`config.mk`:
```
export PLATFORM = sky130hd
export DESIGN_NAME = mem_access
export DESIGN_NICKNAME = d
export VERILOG_FILES = /design/src/rtl/mem_access_pkg.sv /design/src/rtl/mem_access_load_ext.sv /design/src/rtl/mem_access.sv
export SDC_FILE = /design/constraint.sdc
export NUM_CORES = 1
export LEC_CHECK = 0
export CAP_MARGIN = 0
export CORE_ASPECT_RATIO = 1.75
export CORE_MARGIN = 2
export CORE_UTILIZATION = 42
export DETAILED_ROUTE_END_ITERATION = 6
export DONT_BUFFER_PORTS = 1
export PLACE_DENSITY_LB_ADDON = 0.25
export SLEW_MARGIN = 10
export SYNTH_ARGS = -nofsm -noshare
export SYNTH_HDL_FRONTEND = slang
export SYNTH_SLANG_ARGS = --single-unit
```
`constraint.sdc`:
```
create_clock -name clk -period 5.1 [get_ports clk]
set_input_delay 0.765 -clock clk [delete_from_list [all_inputs] [get_ports clk]]
set_output_delay 0.765 -clock clk [all_outputs]
set_load 0.05 [all_outputs]
```
`src/rtl/mem_access_pkg.sv`:
```
// Shared definitions for the MEM-stage memory access block.
// Holds the aluop encodings (ME_* memory ops plus the ALU ops the stage sees),
// the FSM state type and small decode helpers used by mem_access and mem_load_ext.
package mem_access_pkg;

    localparam int ALU_OP_W   = 8;
    localparam int REG_W      = 32;
    localparam int REG_ADDR_W = 5;

    typedef logic [ALU_OP_W-1:0]   aluop_t;
    typedef logic [REG_W-1:0]      reg_t;
    typedef logic [REG_ADDR_W-1:0] reg_addr_t;

    localparam aluop_t ME_NOP_OP  = 8'b0000_0000;
    localparam aluop_t ALU_OR_OP  = 8'b0010_0101;
    localparam aluop_t ALU_ADD_OP = 8'b0010_0000;
    localparam aluop_t ME_LB_OP   = 8'b1110_0000;
    localparam aluop_t ME_LH_OP   = 8'b1110_0001;
    localparam aluop_t ME_LW_OP   = 8'b1110_0011;
    localparam aluop_t ME_LBU_OP  = 8'b1110_0100;
    localparam aluop_t ME_LHU_OP  = 8'b1110_0101;
    localparam aluop_t ME_SB_OP   = 8'b1110_1000;
    localparam aluop_t ME_SH_OP   = 8'b1110_1001;
    localparam aluop_t ME_SW_OP   = 8'b1110_1011;

    typedef enum logic [1:0] {
        ST_IDLE   = 2'd0,
        ST_ACCESS = 2'd1,
        ST_DONE   = 2'd2
    } state_t;

    function automatic logic is_mem_op(input aluop_t op);
        case (op)
            ME_LB_OP, ME_LH_OP, ME_LW_OP, ME_LBU_OP, ME_LHU_OP,
            ME_SB_OP, ME_SH_OP, ME_SW_OP: is_mem_op = 1'b1;
            default:                      is_mem_op = 1'b0;
        endcase
    endfunction

    function automatic logic is_store_op(input aluop_t op);
        case (op)
            ME_SB_OP, ME_SH_OP, ME_SW_OP: is_store_op = 1'b1;
            default:                      is_store_op = 1'b0;
        endcase
    endfunction

    // Index of the final byte of the transfer (byte count minus one).
    function automatic logic [1:0] last_byte_idx(input aluop_t op);
        case (op)
            ME_LH_OP, ME_LHU_OP, ME_SH_OP: last_byte_idx = 2'd1;
            ME_LW_OP, ME_SW_OP:            last_byte_idx = 2'd3;
            default:                       last_byte_idx = 2'd0;
        endcase
    endfunction

    // Little-endian byte lane select.
    function automatic logic [7:0] byte_lane(input reg_t w, input logic [1:0] idx);
        case (idx)
            2'd0:    byte_lane = w[7:0];
            2'd1:    byte_lane = w[15:8];
            2'd2:    byte_lane = w[23:16];
            default: byte_lane = w[31:24];
        endcase
    endfunction

endpackage

```
`src/rtl/mem_access_load_ext.sv`:
```
// mem_load_ext: sign/zero extension of the assembled load buffer.
// Ports: aluop (memory op code), load_buf (little-endian assembled bytes), load_data (extended result).
// Purely combinational; zero latency, no flow control.
module mem_load_ext
    import mem_access_pkg::*;
(
    input  aluop_t aluop,
    input  reg_t   load_buf,
    output reg_t   load_data
);

    always_comb begin
        load_data = load_buf;
        case (aluop)
            ME_LB_OP:  load_data = {{24{load_buf[7]}},  load_buf[7:0]};
            ME_LBU_OP: load_data = {24'd0,              load_buf[7:0]};
            ME_LH_OP:  load_data = {{16{load_buf[15]}}, load_buf[15:0]};
            ME_LHU_OP: load_data = {16'd0,              load_buf[15:0]};
            default:   load_data = load_buf;
        endcase
    end

endmodule

```
`src/rtl/mem_access.sv`:
```
// mem_access: MEM stage that performs loads/stores one byte at a time over a byte-wide RAM port.
// Ports: EX/MEM inputs (mem_*), byte RAM port (ram_*), MEM/WB outputs (wb_*), stallreq.
// Non-memory ops pass through combinationally; memory ops stall the pipe until a one-cycle DONE.
module mem_access
    import mem_access_pkg::*;
(
    input  logic      clk,
    input  logic      rst,
    input  reg_addr_t mem_wd,
    input  logic      mem_wreg,
    input  reg_t      mem_wdata,
    input  reg_t      mem_mem_addr,
    input  aluop_t    mem_aluop,
    output logic      ram_req,
    output logic      ram_we,
    output reg_t      ram_addr,
    output logic [7:0] ram_wdata,
    input  logic [7:0] ram_rdata,
    input  logic      ram_done,
    output reg_addr_t wb_wd,
    output logic      wb_wreg,
    output reg_t      wb_wdata,
    output logic      stallreq
);

    state_t     state;
    logic [1:0] byte_idx;
    reg_t       load_buf;
    reg_t       load_data;

    logic       mem_op;
    logic       store_op;
    logic [1:0] last_idx;
    logic [1:0] next_idx;

    assign mem_op   = is_mem_op(mem_aluop);
    assign store_op = is_store_op(mem_aluop);
    assign last_idx = last_byte_idx(mem_aluop);
    assign next_idx = byte_idx + 2'd1;

    // ram_req is registered high for the whole of ACCESS, so a ram_done seen
    // outside ACCESS is never acted on.
    always_ff @(posedge clk or posedge rst) begin
        if (rst) begin
            state     <= ST_IDLE;
            byte_idx  <= 2'd0;
            load_buf  <= '0;
            ram_req   <= 1'b0;
            ram_we    <= 1'b0;
            ram_addr  <= '0;
            ram_wdata <= 8'd0;
        end else begin
            case (state)
                ST_IDLE: begin
                    if (mem_op) begin
                        state     <= ST_ACCESS;
                        byte_idx  <= 2'd0;
                        load_buf  <= '0;
                        ram_req   <= 1'b1;
                        ram_we    <= store_op;
                        ram_addr  <= mem_mem_addr;
                        ram_wdata <= byte_lane(mem_wdata, 2'd0);
                    end
                end
                ST_ACCESS: begin
                    if (ram_done) begin
                        load_buf[{byte_idx, 3'b000} +: 8] <= ram_rdata;
                        if (byte_idx == last_idx) begin
                            state    <= ST_DONE;
                            byte_idx <= 2'd0;
                            ram_req  <= 1'b0;
                            ram_we   <= 1'b0;
                        end else begin
                            byte_idx  <= next_idx;
                            // Address wraps modulo 2^32; misalignment needs no care.
                            ram_addr  <= mem_mem_addr + {30'd0, next_idx};
                            ram_wdata <= byte_lane(mem_wdata, next_idx);
                        end
                    end
                end
                // DONE always returns to IDLE so the held op is not relaunched.
                ST_DONE: state <= ST_IDLE;
                default: state <= ST_IDLE;
            endcase
        end
    end

    mem_load_ext u_load_ext (
        .aluop     (mem_aluop),
        .load_buf  (load_buf),
        .load_data (load_data)
    );

    always_comb begin
        stallreq = 1'b0;
        wb_wd    = '0;
        wb_wreg  = 1'b0;
        wb_wdata = '0;
        case (state)
            ST_IDLE: begin
                if (mem_op) begin
                    stallreq = 1'b1;
                end else begin
                    wb_wd    = mem_wd;
                    wb_wreg  = mem_wreg;
                    wb_wdata = mem_wdata;
                end
            end
            ST_ACCESS: stallreq = 1'b1;
            ST_DONE: begin
                if (!store_op) begin
                    wb_wd    = mem_wd;
                    wb_wreg  = 1'b1;
                    wb_wdata = load_data;
                end
            end
            default: stallreq = 1'b0;
        endcase
    end

endmodule

```
[Word-level counts from Yosys, hierarchy flattened]
Index checks and enable logic that the tools add are counted.
Word-level totals
  word-level logic and storage cells: 82
  output and inout port bits: 81
  bits of input ports: 89
  register bits after elaboration: 78
Operators by class
  add/sub/neg operators: 3
  multiplexer cells: 42
  shift-type cells: 2
  equal/unequal tests: 17
  reduce and logical (&&, ||, !) cells: 11
Operators by type and width (count)
  32-bit 2-to-1 mux: 7
  32-bit one-hot mux with 2 select lines: 3
  32-bit one-hot mux with 4 select lines: 1
  8-bit equality test, second input constant: 8
  32-bit by 2-bit adder with 32-bit output: 1
  32-bit bitwise mux: 1
  8-bit by 7-bit variable shift with 32-bit output, first input constant: 1
  8-bit by 7-bit variable part select with 32-bit output: 1
  8-bit 2-to-1 mux: 3
  8-bit one-hot mux with 3 select lines: 1
  8-bit one-hot mux with 2 select lines: 1
  2-bit 2-to-1 mux: 6
  2-bit one-hot mux with 2 select lines: 3
  5-bit 2-to-1 mux: 2
  5-bit one-hot mux with 2 select lines: 1
  1-bit 2-to-1 mux: 9
  2-bit inequality test, second input constant: 4
  1-bit one-hot mux with 2 select lines: 4
  4-bit AND reduction: 2
  8-bit OR reduction: 1
  5-bit negation with 7-bit output: 1
  3-bit AND reduction: 2
  3-bit OR reduction: 2
  2-bit by 1-bit equality test with 1-bit output, second input constant: 2
  other kinds (6): 8

[Longest topological paths before layout]
Gate-level depths: netlist of the first run.
  depth after elaboration: 7
  mapped depth: 10
  gate-level depth less buffers: 9

[By module]
From an unflattened synthesis of the first run, not the netlist that was laid out.
Second synthesis, totals
  cells, all modules: 513
  area, all modules: 5205.0 µm²
Modules (own cells, without submodules)
  mem_access: sequential area each 1951.9 µm², cells each 459, area each 4840.9 µm², instances 1
  mem_load_ext: sequential area each 0.0 µm², cells each 54, area each 364.1 µm², instances 1

[Worst setup path after synthesis of the first run]
Ideal clock, no wire load.
  kind: input -> output
  start: input port mem_aluop[6]
  end: output port wb_wdata[21]
  data required time: 4.335 ns
  data arrival time: 2.983 ns
  slack: 1.352 ns
  stages on the path: 7
  cell sequence: and3b_2 o2111ai_1 nand2_1 nor2_1 nand2_1 clkbuf_1 o21ai_0
Between the ends
  word-level cells in the longest chain between the ends: 5
RTL lines
  from (decl): line mem_access.sv:13  | input aluop_t mem_aluop,
  8-bit equality test (on tied branches): line mem_access_pkg.sv:33, mem_access_pkg.sv:41, mem_access_load_ext.sv:14
  8-bit OR reduction / 3-bit OR reduction (equally long branches): line mem_access_pkg.sv:33, mem_access_pkg.sv:41
  1-bit 2-to-1 mux (on tied branches): line mem_access_pkg.sv:33, mem_access_pkg.sv:41
  32-bit 2-to-1 mux (on tied branches): line mem_access.sv:101, mem_access.sv:111
  32-bit one-hot mux with 2 select lines *: line mem_access.sv:99  | case (state)
  to (decl): line mem_access.sv:22  | output reg_t wb_wdata,
Mark *: on every way between the ends. The rest lies on a longest branch, timed or not.

[Worst setup path in the final report of the first run]
  start: register byte_idx[0]
  end: register ram_addr[28]
Between the ends
  word-level cells in the longest chain between the ends: 5
RTL lines
  from (decl): line mem_access.sv:27  | logic [1:0] byte_idx;
  from (signal assigned): line mem_access.sv:74  | byte_idx <= next_idx;
  2-bit by 1-bit adder with 2-bit output: line mem_access.sv:39  | assign next_idx = byte_idx + 2'd1;
  32-bit by 2-bit adder with 32-bit output: line mem_access.sv:76  | ram_addr <= mem_mem_addr + {30'd0, next_idx};
  32-bit 2-to-1 mux: line mem_access.sv:68  | if (byte_idx == last_idx) begin
  32-bit 2-to-1 mux: line mem_access.sv:66  | if (ram_done) begin
  32-bit one-hot mux with 2 select lines: line mem_access.sv:53  | case (state)
  to (signal assigned): line mem_access.sv:61  | ram_addr <= mem_mem_addr;
  to (signal assigned): line mem_access.sv:76
  to (decl): line mem_access.sv:16  | output reg_t ram_addr,
Parallel ways exist; a longest one is shown, timed or not. The select of a mux whose other input is x is not followed.
A chain may end at the register's enable or synchronous reset.

==> impl_summary.log, run 1 <==
INFO  metric run_status = finished, violations left
INFO  metric failed_checks = DRC
INFO  metric clk_slew_on_worst_s_h_paths = 0.06 ns
INFO  metric design.die.area = 12600 um^2
INFO  metric cp.arrival = 3.45 ns
INFO  metric worst-endpoint-required = 5.32 ns
INFO  metric synth-edff-count = 0
INFO  metric global_route_usage_over_all_layers = 22.1%
INFO  metric tightestPinTransition = 0.975 ns
INFO  metric cts_tree = done
INFO  metric die_x = 85.8 um
INFO  metric number_of_routed_nets_with_antenna_violations = 0
INFO  metric post-cts-setup-buffers = 0
INFO  metric placed_cells = 656
INFO  metric drv.max_cap_violation_count = 0
INFO  metric cts_root_buf = sky130_fd_sc_hd__clkbuf_16
INFO  metric report.power.total = 3.64 mW
INFO  metric final_routed_wirelength = 13900 um
INFO  metric p_leak = 2.39 nW
INFO  metric cp-start-kind = flop
INFO  metric end_kind = flop
INFO  metric route.detailed.wl_per_inst = 20.6 um
INFO  metric dpl.hpwl = 10600 um
INFO  metric report.final.setup_viol = 0
INFO  metric fmax = 309 MHz
INFO  metric grt_antenna_before_repair = 0
INFO  metric cts_resized = 0
INFO  metric post_layout_min_period = 3.23 ns
INFO  metric globalRouteOverflowTotal = 0
INFO  metric rsz_0062_raised_after_global_routing = false
INFO  metric synth.area.mux_share = 12.5%
INFO  metric drc_errors = 12
INFO  metric compound_gate_fraction_of_synth_area = 15.3%
INFO  metric drt-initial-drc-count = 166
INFO  metric tritoncts.num_buffers = 9
INFO  metric hold_path_class = reg -> reg
INFO  metric netlist_area = 4920 um^2
INFO  metric syn_to_final_growth = 10.6%
INFO  metric max-vdd-ir-drop = 260 uV
INFO  metric power.density = 669 nW/um^2
INFO  metric insertion_delay = 0.34 ns
INFO  metric post-route-period-util = 63.4%
INFO  metric vias_per_cell = 5.71
INFO  metric gp_congestion = 0.873
INFO  metric multi_input_comb_area = 2720 um^2
INFO  metric maxSlewHeadroom = 35.0%
INFO  metric final_hold_viol_count = 0
INFO  metric slew_viol_final = 0
INFO  metric ys_seq_area_share = 39.7%
INFO  metric placement.io_buffers = 0
INFO  metric post_route_cells_drive_above_1_share = 18.2%
INFO  metric combinational_family_with_the_most_area_after_synthesis = simple AND/OR/NAND/NOR gates
INFO  metric layout.filler_cells = 1096
INFO  metric grt_start_max_net_pins = 79
INFO  metric post_synth_xor_area_fraction = 5.34%
INFO  metric ctsLongestPathBuffers = 2
INFO  metric synth_simple_gate_area_share = 19.3%
INFO  metric coreArea = 11500 um^2
INFO  metric min_delay_path_depth = 2
INFO  metric global_route_wire_length_before_repair = 21500 um
INFO  metric sinks_on_the_clock_net = 78
INFO  metric critical_path.max_fanout = 9
INFO  metric syn_avg_cell_area = 9.47 um^2
INFO  metric cts_hold_buf = 0
INFO  metric yosysWarningCount = 0
INFO  metric io-pin-count = 170
INFO  metric std_cell_rows = 52
INFO  metric ys_seq_elements = 78
INFO  metric layout.nets = 631
INFO  metric dieHeight = 147 um
INFO  metric number_of_antenna_cells_inserted = 0
INFO  metric routed_vias = 3835
INFO  metric initial_standard_cell_utilization_of_the_core = 42.7%
INFO  metric asyncSetResetFlopFracSynth = 100%
INFO  metric dr.pass1.iters = 6
INFO  metric synthesized_net_count = 618
INFO  metric via_count_of_the_first_global_routing_pass = 3950
INFO  metric stdcell_count = 672
INFO  metric synthesis.instances = 519
INFO  metric worstSetupPathType = reg -> reg
INFO  metric synthDistinctLibCells = 51
INFO  metric h-tree-depth = 3
INFO  metric ys.flop_type = sky130_fd_sc_hd__dfrtp_1
INFO  metric totalNegativeSetupSlack = 0 ns
INFO  metric yosys.area_share.adder = 2.70%
INFO  metric skew = 0.00854 ns
INFO  metric rr_worst_depth = 9
INFO  metric area.sequential = 1950 um^2
cell usage after synthesis (all sizes together) (3+ instances only):
master | number | area [um^2]
nand2 | 95 | 357
dfrtp | 78 | 1950
o21ai | 61 | 317
mux2 | 40 | 597
nor2 | 39 | 146
a22o | 23 | 201
xnor2 | 22 | 193
inv | 20 | 75.1
nand3 | 18 | 90.1
a21oi | 15 | 75.1
clkbuf | 15 | 66.3
buf | 11 | 114
ha | 9 | 113
a22oi | 8 | 60.1
nand4 | 8 | 50.1
xor2 | 8 | 70.1
and3 | 7 | 43.8
and4 | 6 | 55.1
nor2b | 5 | 31.3
and2 | 3 | 18.8
nor3 | 3 | 20.0
o32ai | 3 | 26.3
per-stage QoR:
| stage | hold WS (ns) | setup WS [ns] | instance area, um^2 | util (%) |
|---|---|---|---|---|
| floorplan | 0.451 | 1.35 | 4920 | - |
| global placement | 0.466 | 1.85 | 5120 | 44.5 |
| detailed placement | 0.473 | 1.81 | 5120 | 44.5 |
| CTS | 0.488 | 1.88 | 5440 | 47.2 |
| global route | 0.518 | 1.60 | 5440 | 47.2 |
| finish | 0.483 | 1.87 | 5440 | 47.2 |
registers in the layout, summed over array words and instances, names as in the netlist:
register and count:
ram_addr 32, state 2, ram_req 1, byte_idx 2, ram_we 1, load_buf 32, ram_wdata 8
worst paths after layout:
kind | from | slack, ns | endpoint
max | byte_idx[0]$_DFFE_PP0P_ | 1.87 | ram_addr[28]$_DFFE_PP0P_
min reg2reg | load_buf[27]$_DFFE_PP0P_ | 0.48 | load_buf[27]$_DFFE_PP0P_
min in group asynchronous | rst | 0.62 | ram_addr[28]$_DFFE_PP0P_
max reg2reg | byte_idx[0]$_DFFE_PP0P_ | 1.87 | ram_addr[28]$_DFFE_PP0P_
max in group asynchronous | rst | 3.86 | ram_addr[2]$_DFFE_PP0P_
min | load_buf[27]$_DFFE_PP0P_ | 0.48 | load_buf[27]$_DFFE_PP0P_
layout make-up:
| class | count | area share [%] |
|---|---|---|
| inverter | 20 | 1.40 |
| sequential | 78 | 35.9 |
| clock inverter | 6 | 1.59 |
| multi-input combinational | 395 | 49.9 |
| clock buffer | 10 | 4.21 |
| timing repair buffer | 28 | 3.87 |
| tap | 135 | 3.11 |
where the power goes:
part | total, mW | switching (mW) | leakage [nW] | internal (mW)
sequential | 1.57 | 0.766 | 0.992 | 0.805
clock | 0.681 | 0.254 | 0.152 | 0.428
combinational | 1.39 | 0.835 | 1.25 | 0.551
total | 3.64 | 1.85 | 2.39 | 1.78
cell families (layout without fill, tap and decap cells):
group                      after synthesis  after routing
muxes                                   42             42
buffers and inverters                   46             64
xor gates and xnor gates                30             30
AOI/OAI and AO/OA                      116            116
adders and majority gates               10             10
and+or+nand+nor                        197            197
DFF                                     78             78
routing by layer:
layer | track usage, % | up-vias | part of all wire (%)
met5 | 0 | - | 0
met4 | 9.44 | 0 | 3.2
met3 | 6.91 | 30 | 7.8
met2 | 39.8 | 165 | 53
met1 | 23.3 | 1809 | 36
li1 | - | 1831 | -
worst max-delay path: stages (launching register included):
cell	delay [ns]
sky130_fd_sc_hd__dfrtp_1	0.49
sky130_fd_sc_hd__inv_1	0.22
sky130_fd_sc_hd__ha_1	0.49
sky130_fd_sc_hd__fa_1	0.28
sky130_fd_sc_hd__nand4b_1	0.14
sky130_fd_sc_hd__nor3_1	0.53
sky130_fd_sc_hd__nand4_1	0.39
sky130_fd_sc_hd__nor2_1	0.24
sky130_fd_sc_hd__xor2_1	0.08
sky130_fd_sc_hd__mux2_4	0.26
placed cells by master (no fill, tap or decap), types with 7 or more instances in the layout:
cell type and n:
sky130_fd_sc_hd__o21ai_1 17, sky130_fd_sc_hd__nor2_1 39, sky130_fd_sc_hd__ha_1 9, sky130_fd_sc_hd__xnor2_1 22
sky130_fd_sc_hd__xor2_1 8, sky130_fd_sc_hd__o21ai_0 43, sky130_fd_sc_hd__a21oi_1 15, sky130_fd_sc_hd__buf_4 28
sky130_fd_sc_hd__clkbuf_16 9, sky130_fd_sc_hd__nand2_1 95, sky130_fd_sc_hd__and3_1 7, sky130_fd_sc_hd__a22o_1 23
sky130_fd_sc_hd__inv_1 19, sky130_fd_sc_hd__mux2_4 39, sky130_fd_sc_hd__nand4_1 8, sky130_fd_sc_hd__dfrtp_1 78
sky130_fd_sc_hd__a22oi_1 8, sky130_fd_sc_hd__nand3_1 18
Note: power is estimated with default switching activity, not from simulation.
==> run 2, diff against run 1 <==
--- a/config.mk
+++ b/config.mk
@@ -5,6 +5,7 @@
 export SDC_FILE = /design/constraint.sdc
 export NUM_CORES = 1
 export LEC_CHECK = 0
+export ABC_AREA = 1
 export CAP_MARGIN = 0
 export CORE_ASPECT_RATIO = 1.75
 export CORE_MARGIN = 2
==> constraint.sdc (replaced) <==
create_clock -name clk -period 2.9 [get_ports clk]
set_input_delay 0.435 -clock clk [delete_from_list [all_inputs] [get_ports clk]]
set_output_delay 0.435 -clock clk [all_outputs]
set_load 0.05 [all_outputs]
==> run 2 against run 1 <==
Against the previous run: the run now ends clean; non-clock buffer count is 23 higher; worst setup slack worse by 1.6 ns; worst hold slack worse by 0.42 ns; routed wire length is 27% higher; sequential share of layout area is 5.1 points lower; cell area is 17% higher; combinational power is 150% higher; critical path type is now reg -> out.
==> impl_summary.log, run 2 <==
INFO  metric run_status = completed
INFO  metric stdcell_count = 1035 (+54%)
INFO  metric r2r_slack = 0.46 ns (-1.41 ns)
INFO  metric report.final.setup_viol = 0 (unchanged)
INFO  metric synth-edff-count = 0 (unchanged)
INFO  metric crit_end = wb_wd[1]
INFO  metric post-route-period-util = 90.6%
INFO  metric switching_share = 56.5% (+5.5 points)
INFO  metric dieHeight = 156 um (+5.8%)
INFO  metric globalRouteOverflowTotal = 0 (unchanged)
INFO  metric layout.nets = 958 (+52%)
INFO  metric grt_start_max_net_pins = 42 (-47%)
INFO  metric drt-initial-drc-count = 275 (+66%)
INFO  metric p_leak = 3.22 nW (+35%)
INFO  metric slowest_stage = sky130_fd_sc_hd__nor2_2
INFO  metric layout_commonest_cell = sky130_fd_sc_hd__nand2_1
INFO  metric synthesis.instances = 818 (+58%)
INFO  metric number_of_antenna_cells_inserted = 0 (unchanged)
INFO  metric hold_path_class = in -> async
INFO  metric rsz_0062_raised_after_global_routing = false
INFO  metric yosys-top-cells-count = 313 x sky130_fd_sc_hd__nand2_1, 87 x sky130_fd_sc_hd__inv_1, 85 x sky130_fd_sc_hd__nor2_1
INFO  metric die_x = 90.7 um (+5.7%)
INFO  metric cp.arrival = 2.19 ns (-1.26 ns)
INFO  metric post_route_cells_drive_above_1_share = 15.4% (-2.9 points)
INFO  metric power.internal = 3.18 mW (+78%)
INFO  metric critical-path-max-stage-delay = 0.53 ns (about the same)
INFO  metric clk_slew_on_worst_s_h_paths = 0.06 ns (about the same)
INFO  metric synth.most_common_cell = sky130_fd_sc_hd__nand2_1
INFO  metric initial_standard_cell_utilization_of_the_core = 42.9% (+0.20 points)
INFO  metric dr.pass1.iters = 4 (-2)
INFO  metric crit_start = state[1]$_DFFE_PP0P_
INFO  metric drv.max_cap_violation_count = 0 (unchanged)
INFO  metric post_layout_min_period = 2.63 ns
INFO  metric global_route_wire_length_before_repair = 27900 um (+30%)
INFO  metric design.die.area = 14100 um^2 (+12%)
INFO  metric sinks_on_the_clock_net = 78 (unchanged)
INFO  metric cts_tree = done
INFO  metric ys_top_cells_by_area = sky130_fd_sc_hd__dfrtp_1 35%, sky130_fd_sc_hd__nand2_1 21%, sky130_fd_sc_hd__inv_1 5.9%
INFO  metric insertion_delay = 0.34 ns (about the same)
INFO  metric placed_cells = 1019 (+55%)
INFO  metric yosys.area.top_type = sky130_fd_sc_hd__dfrtp_1
INFO  metric std_cell_rows = 55 (+5.8%)
INFO  metric pwr-share-comb = 46.6% (+8.5 points)
INFO  metric totalNegativeSetupSlack = 0 ns (unchanged)
INFO  metric io-pin-count = 170 (unchanged)
INFO  metric syn_to_final_growth = 14.8%
INFO  metric r2r-end = ram_addr[11]$_DFFE_PP0P_
INFO  metric placement.io_buffers = 0 (unchanged)
INFO  metric commonest_cells_after_routing_fill_and_taps_aside = 313 x sky130_fd_sc_hd__nand2_1, 86 x sky130_fd_sc_hd__inv_1, 85 x sky130_fd_sc_hd__nor2_1
INFO  metric top_regs = load_buf (32), ram_addr (32), ram_wdata (8)
INFO  metric yosysWarningCount = 0 (unchanged)
INFO  metric share_clk_of_total_power = 17.4% (-1.3 points)
INFO  metric dpl.hpwl = 14200 um (+34%)
INFO  metric cts_resized = 0 (unchanged)
INFO  metric vias_per_cell = 5.17 (-9.4%)
INFO  metric max-vdd-ir-drop = 441 uV (+69%)
INFO  metric synthesized_net_count = 917 (+48%)
INFO  metric syn_avg_cell_area = 6.75 um^2 (-29%)
INFO  metric tritoncts.num_buffers = 9 (unchanged)
INFO  metric asyncSetResetFlopFracSynth = 100% (unchanged)
INFO  metric synthDominantCellAreaShare = 35.4% (-4.3 points)
INFO  metric rr_worst_depth = 11 (+2)
INFO  metric critical_path.reg2reg.startpoint = byte_idx[0]$_DFFE_PP0P_
INFO  metric end_kind = output pin
INFO  metric final_hold_viol_count = 0 (unchanged)
INFO  metric worstSetupPathType = reg -> out
INFO  metric synthDistinctLibCells = 40 (-22%)
INFO  metric final_routed_wirelength = 17600 um (+27%)
INFO  metric skew = 0.00664 ns (-0.00191 ns)
INFO  metric worst-endpoint-required = 2.47 ns (-2.85 ns)
INFO  metric power_frac_seq = 36.0% (-7.2 points)
INFO  metric critical_path.max_fanout = 13 (+4)
INFO  metric cts_root_buf = sky130_fd_sc_hd__clkbuf_16
INFO  metric route.detailed.wl_per_inst = 17.0 um (-17%)
INFO  metric number_of_routed_nets_with_antenna_violations = 0 (unchanged)
INFO  metric h-tree-depth = 3 (unchanged)
INFO  metric cp-start-kind = flop
INFO  metric coreArea = 12900 um^2 (+12%)
INFO  metric slew_viol_final = 0 (unchanged)
INFO  metric gp_congestion = 0.906 (+3.8%)
INFO  metric via_count_of_the_first_global_routing_pass = 5606 (+42%)
INFO  metric switching_power = 4.13 mW (+120%)
INFO  metric power.density = 1150 nW/um^2 (+72%)
INFO  metric maxSlewHeadroom = 51.7% (+17 points)
INFO  metric routed_vias = 5351 (+40%)
INFO  metric fmax = 381 MHz
INFO  metric post_place_instance_area = 6010 um^2 (+17%)
INFO  metric cells_traversed_along_the_worst_timing_path = nor2_1, inv_1, nor2_2, inv_2, nand2_1, inv_2, nor2_1, buf_4
INFO  metric final_cell_area = 6340 um^2 (+17%)
INFO  metric ys_seq_elements = 78 (unchanged)
INFO  metric ys_seq_area_share = 35.4% (-4.3 points)
INFO  metric ctsLongestPathBuffers = 2 (unchanged)
INFO  metric drc_errors = 0 (-12)
INFO  metric cts_hold_buf = 0 (unchanged)
INFO  metric grt_antenna_before_repair = 0 (unchanged)
INFO  metric global_route_usage_over_all_layers = 25.4% (+3.3 points)
INFO  metric post-cts-setup-buffers = 0 (unchanged)
INFO  metric netlist_area = 5520 um^2 (+12%)
INFO  metric ys.flop_type = sky130_fd_sc_hd__dfrtp_1
INFO  metric tightestPinTransition = 0.725 ns (-0.251 ns)
run 2: cell types whose count changed in the layout (fill, tap and decap cells not counted), sizes merged, moves of 23 or more:
cell   previous run  this run
nand2            95       317
inv              19        96
nor2             39       100
mux2             40         0
nand3            18        44
a22o             23         0
buf              28        51
run 2: metal layers:
layer / share of wire [%] / GRT usage (%)
met3: 7.1 / 6.23
met5: 0 / 0
met4: 4.9 / 13.6
met2: 56 / 49.7
met1: 32 / 23.8
run 2: worst min path at each step:
stage | startpoint | endpoint | slack (ns) | cells after the start
after floorplan | load_buf[16]$_DFFE_PP0P_ | load_buf[16]$_DFFE_PP0P_ | 0.44 | 2
after global routing | rst | ram_addr[21]$_DFFE_PP0P_ | 0.13 | 1
after detailed placement | rst | ram_addr[21]$_DFFE_PP0P_ | 0.45 | 1
final | rst | ram_addr[20]$_DFFE_PP0P_ | 0.07 | 1
after global placement | rst | ram_addr[21]$_DFFE_PP0P_ | 0.45 | 1
after CTS | rst | ram_addr[21]$_DFFE_PP0P_ | 0.09 | 1
run 2: kinds of logic (layout without fill, tap and decap cells):
group | Yosys count | after routing | synth area share (%)
and+or+nand+nor | 501 | 501 | 39.3
adders and majority gates | 10 | 10 | 2.40
buffers and inverters | 118 | 164 | 9.07
DFF | 78 | 78 | 35.4
AOI/OAI and AO/OA | 92 | 92 | 10.8
muxes | 2 | 2 | 0.363
xor gates and xnor gates | 17 | 17 | 2.70
run 2: metrics by stage:
step / hold slack, ns / util (%) / setup WS, ns / total power [mW]
global placement: 0.453 / 46.7 / 0.425 / 6.07
CTS: 0.0867 / 49.2 / 0.254 / 7.38
detailed placement: 0.455 / 46.7 / 0.340 / 6.10
finish: 0.0657 / 49.2 / 0.273 / 7.31
floorplan: 0.441 / - / 0.243 / 5.18
global route: 0.129 / 49.2 / 0.140 / 7.71
run 2: power by group through the flow:
stage	registers (mW)	logic (mW)	clock network (mW)
finish	2.63	3.41	1.27
CTS	2.64	3.44	1.30
floorplan	2.56	2.63	0
global placement	2.66	3.41	0
detailed placement	2.66	3.44	0
global route	2.67	3.72	1.33
run 2: area by class of cell:
type	instances	area, um^2
clock inverters	6	91.3
inverters	97	365
well taps	171	214
flip-flops and latches	78	1950
repair buffers	51	408
fillers	1379	6530
multi-input cells	622	3070
clock buffers	10	239
run 2: critical path, delay by kind of cell, from the launching register on:
kind                   cells  cell delay (ns)
buffers and inverters      4             0.56
DFF                        1             0.42
and+or+nand+nor            4             0.87
==> run 3, diff against run 2 <==
--- a/config.mk
+++ b/config.mk
@@ -8,7 +8,7 @@
 export ABC_AREA = 1
 export CAP_MARGIN = 0
 export CORE_ASPECT_RATIO = 1.75
-export CORE_MARGIN = 2
+export CORE_MARGIN = 3
 export CORE_UTILIZATION = 42
 export DETAILED_ROUTE_END_ITERATION = 6
 export DONT_BUFFER_PORTS = 1
==> run 3 against run 2 <==
Against the previous run: sequential share of layout area is 0.21 points higher; flip-flop and latch count stayed put; global-route usage is 1.1 points lower; via count is 0.37% lower; worst hold slack worse by 0.0060 ns; register-to-register slack better by 0.21 ns; cell area is 0.67% lower; combinational power is 2% lower; core utilization is 0.58 points higher; fmax is 1.5% higher; clock-buffer cell count is 1 higher; clock skew is 0.0034 ns higher; critical path type unchanged; highest routed layer unchanged.
==> impl_summary.log, run 3 (synthesis results as in run 2) <==
INFO  metric route.detailed.wl_per_inst = 17.2 um (+1.0%)
INFO  metric share_clk_of_total_power = 15.8% (-1.6 points)
INFO  metric rsz_0062_raised_after_global_routing = false
INFO  metric routed_vias = 5331 (-0.37%)
INFO  metric design.die.area = 14600 um^2 (+3.5%)
INFO  metric grt_start_max_net_pins = 42 (unchanged)
INFO  metric tightestPinTransition = 0.736 ns (+0.0112 ns)
INFO  metric global_route_wire_length_before_repair = 27400 um (-2.1%)
INFO  metric cts_hold_buf = 0 (unchanged)
INFO  metric totalNegativeSetupSlack = 0 ns (unchanged)
INFO  metric drc_errors = 0 (unchanged)
INFO  metric global_route_usage_over_all_layers = 24.3% (-1.1 points)
INFO  metric cts_root_buf = sky130_fd_sc_hd__clkbuf_16
INFO  metric fmax = 386 MHz (+1.5%)
INFO  metric initial_standard_cell_utilization_of_the_core = 43.7% (+0.79 points)
INFO  metric post-cts-setup-buffers = 0 (unchanged)
INFO  metric stdcell_count = 1032 (-0.29%)
INFO  metric sinks_on_the_clock_net = 78 (unchanged)
INFO  metric cells_traversed_along_the_worst_timing_path = nor2_1, inv_1, nor2_2, buf_4, inv_2, nand2_1, inv_2, nor2_1, buf_4
INFO  metric placed_cells = 1016 (-0.29%)
INFO  metric globalRouteOverflowTotal = 0 (unchanged)
INFO  metric power.internal = 3.04 mW (-4.5%)
INFO  metric coreArea = 12600 um^2 (-1.8%)
INFO  metric ctsLongestPathBuffers = 2 (unchanged)
INFO  metric slowest_stage = sky130_fd_sc_hd__dfrtp_1
INFO  metric via_count_of_the_first_global_routing_pass = 5461 (-2.6%)
INFO  metric pwr-share-comb = 46.9% (+0.3 points)
INFO  metric worst-endpoint-required = 2.47 ns (about the same)
INFO  metric post-route-period-util = 89.3% (-1.3 points)
INFO  metric drt-initial-drc-count = 232 (-16%)
INFO  metric power.density = 1130 nW/um^2 (-2.0%)
INFO  metric cts_tree = done
INFO  metric dr.pass1.iters = 5 (+1)
INFO  metric pre_cts_ws = 0.569 ns (+0.229 ns)
INFO  metric grt_antenna_before_repair = 0 (unchanged)
INFO  metric cp-start-kind = flop
INFO  metric slew_viol_final = 0 (unchanged)
INFO  metric die_x = 92.7 um (+2.2%)
INFO  metric drv.max_cap_violation_count = 0 (unchanged)
INFO  metric critical-path-max-stage-delay = 0.56 ns (+0.03 ns)
INFO  metric vias_per_cell = 5.17 (about the same)
INFO  metric report.final.setup_viol = 0 (unchanged)
INFO  metric post_route_cells_drive_above_1_share = 15.2% (-0.23 points)
INFO  metric layout_commonest_cell = sky130_fd_sc_hd__nand2_1
INFO  metric finalWorstSetupSlack = 0.311 ns (+0.0383 ns)
INFO  metric syn_to_final_growth = 14.0%
INFO  metric p_leak = 3.19 nW (-0.84%)
INFO  metric tritoncts.num_buffers = 9 (unchanged)
INFO  metric dpl.hpwl = 14400 um (+1.0%)
INFO  metric power_frac_seq = 37.3% (+1.3 points)
INFO  metric post_layout_min_period = 2.59 ns (-0.0383 ns)
INFO  metric switching_share = 57.3% (+0.83 points)
INFO  metric cts_resized = 0 (unchanged)
INFO  metric std_cell_rows = 54 (-1.8%)
INFO  metric insertion_delay = 0.34 ns (about the same)
INFO  metric final_routed_wirelength = 17800 um (+0.74%)
INFO  metric rr_worst_depth = 9 (-2)
INFO  metric layout.nets = 958 (unchanged)
INFO  metric top_regs = load_buf (32), ram_addr (32), ram_wdata (8)
INFO  metric switching_power = 4.08 mW (-1.2%)
INFO  metric critical_path.max_fanout = 25 (+12)
INFO  metric max-vdd-ir-drop = 735 uV (+67%)
INFO  metric io-pin-count = 170 (unchanged)
INFO  metric placement.io_buffers = 0 (unchanged)
INFO  metric h-tree-depth = 3 (unchanged)
INFO  metric skew = 0.0100 ns (+0.00338 ns)
INFO  metric final_hold_viol_count = 0 (unchanged)
INFO  metric number_of_routed_nets_with_antenna_violations = 0 (unchanged)
INFO  metric maxSlewHeadroom = 50.9% (-0.74 points)
INFO  metric cp.arrival = 2.15 ns (-0.04 ns)
INFO  metric number_of_antenna_cells_inserted = 0 (unchanged)
INFO  metric commonest_cells_after_routing_fill_and_taps_aside = 313 x sky130_fd_sc_hd__nand2_1, 86 x sky130_fd_sc_hd__inv_1, 85 x sky130_fd_sc_hd__nor2_1
INFO  metric run_status = completed
INFO  metric hold_path_class = in -> async
INFO  metric clk_slew_on_worst_s_h_paths = 0.07 ns (about the same)
INFO  metric gp_congestion = 0.968 (+6.9%)
INFO  metric report.power.total = 7.11 mW (-2.7%)
INFO  metric end_kind = output pin
INFO  metric dieHeight = 158 um (+1.3%)
INFO  metric worstSetupPathType = reg -> out
## run 3: cell types whose count changed in the layout (fill, tap and decap cells not counted), sizes merged
| cell | change |
|---|---|
| clkinv | -1 |
| clkinvlp | +2 |
| clkbuf | +1 |
| bufinv | -1 |
| inv | -1 |
## run 3: layout make-up
type / instances / area (um^2)
flip-flops and latches: 78 / 1950
well taps: 168 / 210
multi-input cells: 622 / 3070
fillers: 1331 / 6340
clock buffers: 11 / 233
inverters: 97 / 365
clock inverters: 5 / 58.8
repair buffers: 51 / 408
## run 3: power groups by stage
stage / clock (mW) / sequential, mW / combinational, mW
after floorplan: 0 / 2.56 / 2.63
after global placement: 0 / 2.69 / 3.32
after detailed placement: 0 / 2.69 / 3.36
after CTS: 1.15 / 2.67 / 3.36
after global routing: 1.19 / 2.70 / 3.65
final: 1.13 / 2.65 / 3.34
## run 3: critical path: cells and delay by family (launching register included)
| family | cells | cell delay, ns |
|---|---|---|
| buf+inv | 5 | 0.77 |
| flops | 1 | 0.56 |
| simple gates | 4 | 0.47 |
## run 3: metrics by stage
step           util (%)  hold WS, ns  instance area, um^2
2_1_floorplan         -        0.441                 5520
3_3_place_gp       47.5        0.455                 6000
3_5_place_dp       47.5        0.453                 6000
4_1_cts            49.8       0.0889                 6290
5_1_grt            49.8        0.112                 6290
6_report           49.8       0.0597                 6290
## run 3: path summary, 6_finish.rpt
path                                     startpoint                        to  slack [ns]
hold / removal                                  rst  ram_addr[19]$_DFFE_PP0P_        0.06
setup reg to reg            byte_idx[0]$_DFFE_PP0P_  ram_wdata[0]$_DFFE_PP0P_        0.67
setup / recovery               state[0]$_DFFE_PP0P_                  wb_wd[0]        0.31
max in group asynchronous                       rst  load_buf[20]$_DFFE_PP0P_        2.16
hold reg to reg            load_buf[24]$_DFFE_PP0P_  load_buf[24]$_DFFE_PP0P_        0.47
min in group clk                       ram_rdata[7]   load_buf[7]$_DFFE_PP0P_        0.23
## run 3: routing by layer
metal,vias to the layer above,routed length [um],global-route usage (%)
met5,-,0,0
met4,0,678,11.7
met3,34,1340,6.51
met2,200,10100,48.8
met1,2426,5670,21.9
li1,2671,-,-
